## src/rtl/bp_gshare.sv

```systemverilog
// rtl/bp_gshare.sv - gshare/bimodal branch predictor: PHT of saturating counters, speculative GHR with ROB repair
// Optional feature macro: BP_GSHARE_HIST_EN (XOR global history into the PHT index); undefined gives a pure bimodal predictor.
module bp_gshare #(
    parameter int ADDR_WIDTH = 32,
    parameter int INDEX_BITS = 7,
    parameter int CNT_WIDTH  = 2,
    parameter int HIST_BITS  = 7
) (
    input  logic                  clk_in,
    input  logic                  rst_in,
    input  logic                  rdy_in,
    input  logic                  decoder_bp_en_in,
    input  logic [ADDR_WIDTH-1:0] decoder_bp_pc_in,
    input  logic [ADDR_WIDTH-1:0] decoder_bp_target_in,
    output logic                  bp_if_en_out,
    output logic [ADDR_WIDTH-1:0] bp_if_pc_out,
    output logic                  bp_instqueue_rst_out,
    output logic                  bp_dispatcher_taken_out,
    output logic [HIST_BITS-1:0]  bp_dispatcher_hist_out,
    input  logic                  rob_bp_en_in,
    input  logic [ADDR_WIDTH-1:0] rob_bp_pc_in,
    input  logic [HIST_BITS-1:0]  rob_bp_hist_in,
    input  logic                  rob_bp_taken_in,
    input  logic                  rob_bp_mispredict_in
);
    localparam int                   ENTRIES  = 1 << INDEX_BITS;
    localparam logic [CNT_WIDTH-1:0] CNT_MAX  = {CNT_WIDTH{1'b1}};
    localparam logic [CNT_WIDTH-1:0] CNT_INIT = CNT_MAX >> 1;

    logic [CNT_WIDTH-1:0]  pht [ENTRIES];
    logic [HIST_BITS-1:0]  ghr;
    logic [INDEX_BITS-1:0] pred_hist;
    logic [INDEX_BITS-1:0] upd_hist;
    logic [INDEX_BITS-1:0] pred_idx;
    logic [INDEX_BITS-1:0] upd_idx;
    logic [CNT_WIDTH-1:0]  upd_cnt;
    logic                  predicting;
    logic                  pred_taken;
    logic                  redirect;
    logic                  unused_pc_bits;

`ifdef BP_GSHARE_HIST_EN
    assign pred_hist = INDEX_BITS'(ghr);
    assign upd_hist  = INDEX_BITS'(rob_bp_hist_in);

    // A committing mispredict repairs history and wins over the wrong-path decoder shift.
    always_ff @(posedge clk_in or posedge rst_in) begin
        if (rst_in) begin
            ghr <= '0;
        end else if (rdy_in) begin
            if (rob_bp_en_in && rob_bp_mispredict_in) begin
                ghr <= (rob_bp_hist_in << 1) | HIST_BITS'(rob_bp_taken_in);
            end else if (decoder_bp_en_in) begin
                ghr <= (ghr << 1) | HIST_BITS'(pred_taken);
            end
        end
    end
`else
    logic unused_hist_inputs;

    assign ghr                = '0;
    assign pred_hist          = '0;
    assign upd_hist           = '0;
    assign unused_hist_inputs = ^{rob_bp_hist_in, rob_bp_mispredict_in};
`endif

    assign unused_pc_bits = ^{decoder_bp_pc_in, rob_bp_pc_in};

    assign pred_idx   = decoder_bp_pc_in[INDEX_BITS+1:2] ^ pred_hist;
    assign upd_idx    = rob_bp_pc_in[INDEX_BITS+1:2] ^ upd_hist;
    assign upd_cnt    = pht[upd_idx];
    assign pred_taken = pht[pred_idx][CNT_WIDTH-1];

    // Saturating counters; a same-cycle prediction reads the pre-update value.
    always_ff @(posedge clk_in or posedge rst_in) begin
        if (rst_in) begin
            for (int i = 0; i < ENTRIES; i++) begin
                pht[i] <= CNT_INIT;
            end
        end else if (rdy_in && rob_bp_en_in) begin
            if (rob_bp_taken_in && upd_cnt != CNT_MAX) begin
                pht[upd_idx] <= upd_cnt + 1'b1;
            end else if (!rob_bp_taken_in && upd_cnt != '0) begin
                pht[upd_idx] <= upd_cnt - 1'b1;
            end
        end
    end

    assign predicting = rdy_in && decoder_bp_en_in && !rst_in;
    assign redirect   = predicting && pred_taken;

    assign bp_if_en_out            = redirect;
    assign bp_instqueue_rst_out    = redirect;
    assign bp_dispatcher_taken_out = redirect;
    assign bp_if_pc_out            = redirect ? decoder_bp_target_in : '0;
    assign bp_dispatcher_hist_out  = ghr;
endmodule

```

## config.mk

```make
export PLATFORM = sky130hd
export DESIGN_NAME = bp_gshare
export DESIGN_NICKNAME = d
export VERILOG_FILES = /design/src/rtl/bp_gshare.sv
export SDC_FILE = /design/constraint.sdc
export NUM_CORES = 1
export LEC_CHECK = 0
export CAP_MARGIN = 20
export CORE_MARGIN = 2
export CORE_UTILIZATION = 40
export DETAILED_ROUTE_END_ITERATION = 7
export PLACE_DENSITY = 0.66
export SYNTH_ARGS = -nofsm -noshare
export SYNTH_HDL_FRONTEND = slang
export SYNTH_SLANG_ARGS = --single-unit
```

## constraint.sdc

```tcl
create_clock -name clk_in -period 14.8 [get_ports clk_in]
set_clock_uncertainty 0.05 [all_clocks]
set_input_delay 2.96 -clock clk_in [delete_from_list [all_inputs] [get_ports clk_in]]
set_output_delay 2.96 -clock clk_in [all_outputs]
set_load 0.05 [all_outputs]
```

---- Yosys cells after proc, flatten, opt, wreduce, memory -nomap -nowiden ----
Cells that the tools add are included.
storage, ports and cells
  register bits ........................... 256
  input bits .............................. 110
  output and inout port bits .............. 42
  word-level logic and storage cells ...... 161
operators by class
  multiplexer cells ....................... 13
  reductions and logical operators ........ 12
  $lt $le $gt $ge ......................... 3
  add/sub/neg operators ................... 2
  bitwise gates (word level) .............. 2
  equality and inequality tests ........... 1
operator list
  operator             number
  $bwmux 256           2
  $mux 256             2
  $mux 32              1
  $bmux 2 s7           2
  $ge 8x8->1 const B   2
  $not 7->8            2
  $demux 2 s7          1
  $mux 2               5
  $lt 8x1->1 const B   1
  $logic_and 1x1->1    7
  $reduce_bool 2->1    2
  $add 2x1->2 const B  1
  $logic_not 1->1      2
  $ne 2x2->1 const B   1
  $reduce_and 2->1     1
  $sub 2x1->2 const B  1

---- Longest topological paths before layout ----
  depth after elaboration ................. 8
  gate-level depth with buffers ........... 20
  gate-level depth less buffers ........... 13

---- Worst setup path after synthesis ----
No wires, ideal clock.
  path kind ............................... input to output
  start point ............................. input port rst_in
  end point ............................... output port bp_if_pc_out[20]
  cell stages on the path ................. 3
  arrival ................................. 11.697 ns
  required time ........................... 11.790 ns
  path slack .............................. 0.093 ns
  cells stage by stage .................... inv_1 > nand3_1 > a2111oi_0
on the way
  cells in the longest elaborated chain, start to end .. 4
ends and longest elaborated chain
  what                line  text
  start: declaration  10    input logic rst_in,
  $logic_not 1->1     89    assign predicting = rdy_in && decoder_bp_en_in && !rst_in;
  $logic_and 1x1->1   89
  $logic_and 1x1->1   90    assign redirect = predicting && pred_taken;
  $mux 32             95    assign bp_if_pc_out = redirect ? decoder_bp_target_in : '0;
  end: declaration    16    output logic [ADDR_WIDTH-1:0] bp_if_pc_out,
Every way passes these cells.

---- Worst setup path in the final report ----
  start point ............................. input port decoder_bp_pc_in[2]
  end point ............................... output port bp_instqueue_rst_out
on the way
  cells in the longest elaborated chain, start to end .. 5
ends and longest elaborated chain
  what                                        line  text
  start: declaration                          13    input logic [ADDR_WIDTH-1:0] decoder_bp_pc_in,
  $not 7->8 (not written as such)             72    assign pred_taken = pht[pred_idx][CNT_WIDTH-1];
  $bmux 2 s7                                  72
  $mux 2 (not written as such) (2 in series)  72
  $logic_and 1x1->1                           90
  end: declaration                            17    output logic bp_instqueue_rst_out,
Every way passes these cells. The select of a mux whose other input is x is not followed.

==> metrics.md <==
| Metric | Value |
|---|---|
| Clock power share | `0.416` |
| 1st-pass router iterations | `6` |
| Die area | `37910 µm²` |
| Chip height | `194.7 µm` |
| H-tree depth | `1` |
| Cell with the most instances after synthesis | `nand2_1` |
| GRT Util Overall | `0.2403` |
| Syn. warnings | `0` |
| Switching Fraction | `0.2809` |
| Remaining Overflow, GRT | `0` |
| CTS Buf Count | `28` |
| Final instance area | `16640 µm²` |
| Outcome | `finished, final reports clean` |
| Critical Path RT | `11790 ps` |
| Ports | `152` |
| Setup Total Neg Slack | `0 ps` |
| CP startpoint kind | `input port` |
| Distinct cells, synth | `77` |
| Inserted Diodes | `0` |
| Initial Utilization | `0.4080` |
| Max VDD drop | `0.00008735 V` |
| Resized Gates After CTS | `0` |
| Crit path kind | `input port to primary output` |
| Logic pwr share | `0.148` |
| Post-Syn Area | `14550 µm²` |
| Asr flop ratio synth | `1.000` |
| Worst-Margin Slew | `1205 ps` |
| DR vias/cell | `6.245` |
| Number of port buffers | `86` |
| Gpl congestion | `0.9108` |
| Leak Pwr | `6.436 nW` |
| Sw power | `0.5019 mW` |
| Number of global-route vias before repair | `11740` |
| Share of the synthesized area in the top cell type | `0.2312` |
| Global-route wire length before repair | `71010 µm` |
| Die extent in x | `194.7 µm` |
| F_max | `99.75 MHz` |
| PwrDens | `107.4 nW/µm²` |
| DP Area | `15630 µm²` |
| Number of max-cap violations | `0` |
| Most frequent cells after synthesis | `nand2_1 (248), o21ai_0 (168), dfrtp_1 (128), dfstp_2 (128), mux2_2 (121)` |
| Headroom to the max-slew limit | `0.1966` |
| Post-DP HPWL | `29750 µm` |
| Share of cells above drive strength 1 | `0.2960` |
| Initial antenna violation count | `1` |
| CTS tree | `done` |
| Placeable Area | `35660 µm²` |
| Post-layout minimum cycle time | `10030 ps` |
| Top FF cell, synth | `dfstp_2` |
| DRC errors left | `0` |
| Clk Latency, worst-skew pair | `550 ps` |
| Sequential area share after synthesis | `0.4513` |
| Final hold vios | `0` |
| Area Overhead vs Synth | `14.34%` |
| Sink Count | `256` |
| Synth top area cells | `dfstp_2 (23%), dfrtp_1 (22%), mux2_2 (9.4%)` |
| Flops & latches, synth | `256` |
| Final setup vio count | `0` |
| FP Rows | `69` |
| Min-Delay Path Depth | `2` |
| Post-synth EDFFs | `0` |
| Hold Buf Count CTS | `0` |
| WP data arrival | `7020 ps` |
| Post-Syn Instances | `1403` |
| Critical path peak fanout | `33` |
| RSZ-0062 raised after global routing | `no` |
| Final wirelength | `46230 µm` |
| Via count | `11970` |
| Largest net degree at the start of global routing | `85` |
| DRT iter0 DRCs | `1385` |
| Tcrit/Tclk final | `0.6774` |
| R2R cell count | `12` |
| Int Power | `1.285 mW` |
| FF-to-FF setup slack | `9430 ps` |
| Post-Syn Area per Cell | `10.37 µm²` |
| Layout Nets | `1546` |
| Post-CTS setup buffer count | `0` |
| HP Class | `register to register` |
| Critical path capture point type | `primary output` |
| Max-slew violation count | `0` |
| Clock root buffer | `clkbuf_16` |
| Clock transition at the registers of the reported paths | `60 ps` |
| ANT nets after route | `0` |
| Maximum clock insertion buffer count | `3` |
| Flop pwr share | `0.436` |
| Worst r2r dst | `pht[125]` |
| Yosys top cell by area | `dfstp_2` |
| Average wire per standard cell | `24.12 µm` |
-- kinds of logic (layout without fill, tap and decap cells) --
kind of cell,Yosys count,in the layout,share of synthesized area
xor+xnor,2,2,0.001204
simple gates,383,383,0.1123
buf+inv,164,211,0.05650
mux,186,186,0.1691
fa+ha+maj,2,2,0.001720
other cells,1,7,0.0002578
flops,256,256,0.4513
compound gates,409,409,0.2076
-- worst max-delay path, stage by stage --
cell and delay (ps):
buf_2 780, mux4_2 600, a22oi_1 230, a21oi_1 120, nor3b_1 490, o21a_2 860
a211oi_1 170, clkdlybuf4s50_1 760
-- layout make-up --
type	instances	area [µm²]
inverter	43	168.9
timing repair buffer	116	1089
clock buffer	43	890.9
fill	3310	19020
sequential	256	6566
multi-input combinational	989	7247
tap	461	576.8
clock inverter	9	97.59
-- metrics by stage --
| step | worst slack, ps | hold slack [ps] | power, mW | cells | utilization |
|---|---|---|---|---|---|
| floorplan | 92.65 | 405.1 | 0.9572 | 1409 | - |
| global placement | 4892 | 411.3 | 1.043 | 1863 | 0.4377 |
| detailed placement | 4876 | 420.3 | 1.050 | 1864 | 0.4384 |
| CTS | 4856 | 428.7 | 1.789 | 1916 | 0.4662 |
| global route | 4536 | 444.6 | 1.843 | 1917 | 0.4666 |
| finish | 4775 | 424.5 | 1.787 | 1917 | 0.4666 |
-- how the worst max path moves through the flow --
stage                         endpoint           startpoint  slack, ps  depth (start not counted)
6_report          bp_instqueue_rst_out  decoder_bp_pc_in[2]       4770                          8
2_1_floorplan         bp_if_pc_out[20]               rst_in         90                          3
3_3_place_gp   bp_dispatcher_taken_out  decoder_bp_pc_in[2]       4890                          8
5_1_grt           bp_instqueue_rst_out  decoder_bp_pc_in[2]       4540                          8
3_5_place_dp      bp_instqueue_rst_out  decoder_bp_pc_in[2]       4880                          8
4_1_cts           bp_instqueue_rst_out  decoder_bp_pc_in[2]       4860                          8
-- cells in the final DEF, fill, tap and decap left out, types with 5 or more instances in the layout --
cell type,netlist,layout
o41ai_1,9,9
mux2i_1,26,26
o21ai_1,11,10
o22ai_1,8,8
clkdlybuf4s50_1,0,81
a2111oi_2,30,30
nor2_1,62,61
o31ai_1,41,41
nor3_1,14,12
nand3_1,14,13
nand2_1,248,248
clkbuf_16,0,31
dfstp_2,128,128
a221o_1,7,7
buf_2,25,5
o21ai_0,168,168
clkbuf_8,0,7
conb_1,1,7
nor2b_1,11,10
inv_1,40,39
a221oi_1,28,28
clkinv_2,0,6
a22oi_1,35,35
clkbuf_1,62,5
buf_4,16,28
o211ai_1,6,6
o2bb2ai_1,6,6
mux4_2,35,35
a21oi_1,19,19
o41ai_2,8,8
mux2_2,121,121
dfrtp_1,128,128
and2_1,5,5
-- power groups by stage --
stage	Clock [mW]	Combinational, mW	Sequential [mW]
final	0.743	0.264	0.780
after global routing	0.778	0.281	0.784
after CTS	0.749	0.261	0.779
after detailed placement	0	0.260	0.790
after global placement	0	0.255	0.788
after floorplan	0	0.178	0.780
-- metal layers --
metal / vias up / track usage / part of all wire
li1: 5225 / - / -
met1: 5912 / 0.3285 / 0.41
met2: 690 / 0.3651 / 0.43
met3: 142 / 0.05605 / 0.11
met4: 2 / 0.1048 / 0.046
met5: - / 0 / 0.00032
Note: power is estimated with default switching activity, not from simulation.
